### src/rtl/id_ex_hazard_ctrl.sv
// ID/EX hazard and halt sequencer: load-use bubbles, taken-branch flush, HLT drain to a parked state.
// Optional load-use stall counter is built only when HAZ_STALL_CNT_EN is defined.
module id_ex_hazard_ctrl #(
  parameter int DRAIN_CYCLES = 3
) (
  input  logic        clk,
  input  logic        rst,
  input  logic [3:0]  id_rs,
  input  logic [3:0]  id_rt,
  input  logic        id_uses_rs,
  input  logic        id_uses_rt,
  input  logic        id_branch_taken,
  input  logic        id_hlt,
  input  logic        idex_memread,
  input  logic [3:0]  idex_dst,
  output logic        pc_wen,
  output logic        ifid_wen,
  output logic        ifid_flush,
  output logic        idex_bubble,
  output logic        halted,
  output logic [15:0] stall_cnt
);

  localparam int DW = $clog2(DRAIN_CYCLES + 1);

  typedef enum logic [1:0] {
    RUN    = 2'd0,
    DRAIN  = 2'd1,
    HALTED = 2'd2
  } state_e;

  state_e        state_q, state_d;
  logic [DW-1:0] dcnt_q, dcnt_d;
  logic          halted_q;
  logic          lu;

  // Register 0 is hardwired, so a load targeting it can never feed a consumer.
  assign lu = idex_memread && (idex_dst != 4'd0) &&
              ((id_uses_rs && (id_rs == idex_dst)) ||
               (id_uses_rt && (id_rt == idex_dst)));

  always_comb begin
    state_d     = state_q;
    dcnt_d      = dcnt_q;
    pc_wen      = 1'b0;
    ifid_wen    = 1'b0;
    ifid_flush  = 1'b1;
    idex_bubble = 1'b1;
    case (state_q)
      RUN: begin
        if (lu) begin
          ifid_flush  = 1'b0;
          idex_bubble = 1'b1;
        end else if (id_hlt) begin
          ifid_flush  = 1'b1;
          idex_bubble = 1'b0;
          state_d     = DRAIN;
          dcnt_d      = DW'(DRAIN_CYCLES);
        end else if (id_branch_taken) begin
          pc_wen      = 1'b1;
          ifid_wen    = 1'b1;
          ifid_flush  = 1'b1;
          idex_bubble = 1'b0;
        end else begin
          pc_wen      = 1'b1;
          ifid_wen    = 1'b1;
          ifid_flush  = 1'b0;
          idex_bubble = 1'b0;
        end
      end
      DRAIN: begin
        dcnt_d = dcnt_q - DW'(1);
        if (dcnt_q == DW'(1)) begin
          state_d = HALTED;
        end
      end
      HALTED: begin
        state_d = HALTED;
      end
      default: begin
        state_d = RUN;
        dcnt_d  = '0;
      end
    endcase
    // Hold the pipeline frozen with NOPs for as long as reset is asserted.
    if (!rst) begin
      pc_wen      = 1'b0;
      ifid_wen    = 1'b0;
      ifid_flush  = 1'b1;
      idex_bubble = 1'b1;
    end
  end

  always_ff @(posedge clk or negedge rst) begin
    if (!rst) begin
      state_q  <= RUN;
      dcnt_q   <= '0;
      halted_q <= 1'b0;
    end else begin
      state_q  <= state_d;
      dcnt_q   <= dcnt_d;
      halted_q <= (state_d == HALTED);
    end
  end

  assign halted = halted_q;

`ifdef HAZ_STALL_CNT_EN
  logic [15:0] stall_q;
  logic        lu_stall;

  assign lu_stall = (state_q == RUN) && lu;

  always_ff @(posedge clk or negedge rst) begin
    if (!rst) begin
      stall_q <= 16'h0000;
    end else if (lu_stall && (stall_q != 16'hFFFF)) begin
      stall_q <= stall_q + 16'h0001;
    end
  end

  assign stall_cnt = stall_q;
`else
  assign stall_cnt = 16'h0000;
`endif

endmodule

### config.mk
export PLATFORM = sky130hd
export DESIGN_NAME = id_ex_hazard_ctrl
export DESIGN_NICKNAME = d
export VERILOG_FILES = /design/src/rtl/id_ex_hazard_ctrl.sv
export SDC_FILE = /design/constraint.sdc
export NUM_CORES = 1
export LEC_CHECK = 0
export ABC_AREA = 1
export CORE_UTILIZATION = 35
export CTS_CLUSTER_DIAMETER = 40
export DETAILED_ROUTE_END_ITERATION = 8
export PLACE_DENSITY = 0.79
export SETUP_SLACK_MARGIN = 0.4
export SYNTH_ARGS = -nofsm -noshare
export SYNTH_HDL_FRONTEND = slang
export SYNTH_SLANG_ARGS = --single-unit
export TNS_END_PERCENT = 20
### constraint.sdc
create_clock -name clk -period 1.6 [get_ports clk]
set_clock_uncertainty 0.05 [all_clocks]
set_input_delay 0.16 -clock clk [delete_from_list [all_inputs] [get_ports clk]]
set_output_delay 0.16 -clock clk [all_outputs]
set_load 0.01 [all_outputs]
==> flow_summary_export.csv <==
group,metric,value,unit
route,drtIter0Drc,10,
global_route,antenna_found_initial,0,
floorplanning,die_h,43.2,um
critical_path,cp.arrival,1.18,ns
route,avgViaCountPerCell,4.24,
critical_path,max_stage_delay,0.40,ns
cts,h-tree-depth,1,
final_layout,mostFrequentLayoutCells,"nand2_1, conb_1, nor2_1",
status,status,"finished, final reports clean",
cts,cts_root_buf,"clkbuf_4",
placed_design,place_congestion,0.863,
synthesis,synth_flop_cell,"dfrtp_1",
synthesis,synth.area.top_cells,"buf_4, dfrtp_1, nand2_1",
final_layout,layout_commonest_cell,"nand2_1",
critical_path,startpoint_type,"register",
sta,finalCriticalPeriod,1.39,ns
synthesis,synth_cell_type_count,18,
global_route,grt_max_degree,8,
floorplanning,dieArea,0.00186,mm2
synthesis,synth_edf_count,0,
cts,cts_tree,"done",
critical_path,cp-end-kind,"primary output",
floorplanning,core,0.00154,mm2
synthesis,ys_seq_area_share,21.1,%
synthesis,synth_warnings,0,
synthesis,yosysTopAreaCell,"buf_4",
power_and_ir_drop,p_leak,0.000433,uW
route,ant_nets,0,
placed_design,placed_area,798,um2
final_layout,fin_area,795,um2
power_and_ir_drop,ir_drop,0.000389,V
route,vias,568,
cts,clk_path_buf_depth,2,
sta,maxClockFrequency,719,MHz
synthesis,postSynth.asyncResetShare,100,%
cts,clk_latency,0.24,ns
route,routedWlPerCell,8.65,um
power_and_ir_drop,p_per_area,470,mW/mm2
global_route,grtUsageTotal,12.5,%
final_layout,fill_cells,153,
critical_path,crit_required,1.39,ns
critical_path,cp_slowest_cell,"dfrtp_1",
placed_design,hpwl,996,um
final_layout,fin_cells,134,
route,dr.pass1.iters,4,
final_layout,area_delta_synth_final,34.0,%
cts,post_cts_buffers,0,
sta,rsz0062_at_grt,"true",
global_route,first_global_vias,469,
floorplanning,die_w,43.2,um
final_layout,drive_gt1_share,24.6,%
job,maxCapViolCount,0,
critical_path,crit_type,"reg -> out",
synthesis,yosysTopAreaCellShare,21.5,%
sta,fin_crit_sh,86.9,%
cts,hold_buffers,0,
cts,clock-sinks,5,
cts,clk_pin_slew,0.04,ns
sta,drv_slew,0,
placed_design,io_buffers,23,
final_layout,antenna_cells,0,
cts,numCtsBuffers,3,
synthesis,synth_seq_cells,5,
final_layout,finalNetCount,139,
floorplanning,io_pins,40,
sta,hold_viol_final,0,
floorplanning,start_util,38.5,%
global_route,grt.overflow.total,0,
placed_design,dp.cells,130,
route,route.detailed.drc,0,
critical_path,crit_fanout,2,
synthesis,syn_area_per_cell,6.66,um2
sta,finalSetupViolations,0,
floorplanning,row_count,14,
synthesis,netlist_area,593,um2
worst_hold_path,hp-class,"in -> async",
synthesis,synth_cells,89,
critical_path,cp_cell_sequence,"nor3b_4 -> nand2_2 -> nor2_4 -> buf_6",
route,routed_wl,1160,um
global_route,grt_pass1_wl,1800,um
[logic make-up after synthesis]
logic type | count (synthesis) | synth area share [%]
and+or+nand+nor | 44 | 32.9
other | 1 | 0.632
xor gates and xnor gates | 2 | 2.95
DFF | 5 | 21.1
adders and majority gates | 1 | 2.11
AOI/OAI and AO/OA | 7 | 6.33
buffers and inverters | 29 | 34.0
[power by group]
group | leakage, uW | internal (uW) | switching [uW]
logic | 0.000359 | 47.0 | 55.2
registers | 0.0000594 | 127 | 0
clock network | 0.0000150 | 94.1 | 49.7
total | 0.000433 | 268 | 105
[Yosys cell counts (2+ instances only)]
cell type  count
buf_4         17
a21oi_1        5
nor2_1        11
dfrtp_1        5
nand2_2        4
nand3_1        5
inv_2          3
xnor2_1        2
nand2_1       21
inv_1          8
[final timing paths]
| path | slack, ns | cells after the start | startpoint | endpoint |
|---|---|---|---|---|
| worst max register to register | 0.46 | 5 | state_q[1] | dcnt_q[0] |
| worst min-delay path | 0.17 | 2 | rst | state_q[1] |
| worst min register to register | 0.46 | 2 | dcnt_q[1] | dcnt_q[1] |
| max in group asynchronous | 1.22 | 2 | rst | dcnt_q[1] |
| min in group clk | 0.46 | 2 | dcnt_q[1] | dcnt_q[1] |
| worst max-delay path | 0.21 | 4 | state_q[0] | pc_wen |
[what timing repair did]
action,in CTS,in global routing
resized for setup,35,9
pin swaps,12,3
hold endpoints to repair,0,0
setup endpoints to repair,8,8
[stage by stage]
step	setup WS (ns)	TNS, ns	hold slack (ns)	power (uW)	utilization (%)
3_3_place_gp	-0.381	-1.59	0.410	240	51.8
3_5_place_dp	-0.434	-1.76	0.431	241	51.8
5_1_grt	0.167	0	0.190	393	51.5
2_1_floorplan	0.269	0	-0.186	208	-
4_1_cts	0.201	0	0.174	378	52.0
6_report	0.209	0	0.169	373	51.5
[critical path: cells and delay by family, from the launching register on]
kind / cells / cell delay, ns
simple gates: 3 / 0.43
buf+inv: 1 / 0.11
flops: 1 / 0.40
[layer usage]
layer / GRT usage, % / vias up / wire (um)
met5: 0 / - / 0
met4: 1.82 / 0 / 0
met1: 13.3 / 247 / 455
li1: - / 293 / -
met2: 24.2 / 28 / 596
met3: 3.83 / 0 / 108
[layout make-up]
cell class                      instances  area, um2  area share, %
Multi-Input combinational cell         70        347           43.6
Timing Repair Buffer                   28        235           29.6
Sequential cell                         5        125           15.7
Inverter                               11       41.3           5.20
Clock buffer                            4       26.3           3.31
Tap cell                               16       20.0           2.52
[registers in the layout, summed over array words and instances (netlist names)]
name,cells
dcnt_q,2
state_q,2
halted,1
No activity file was read; power rests on OpenSTA's default activity.
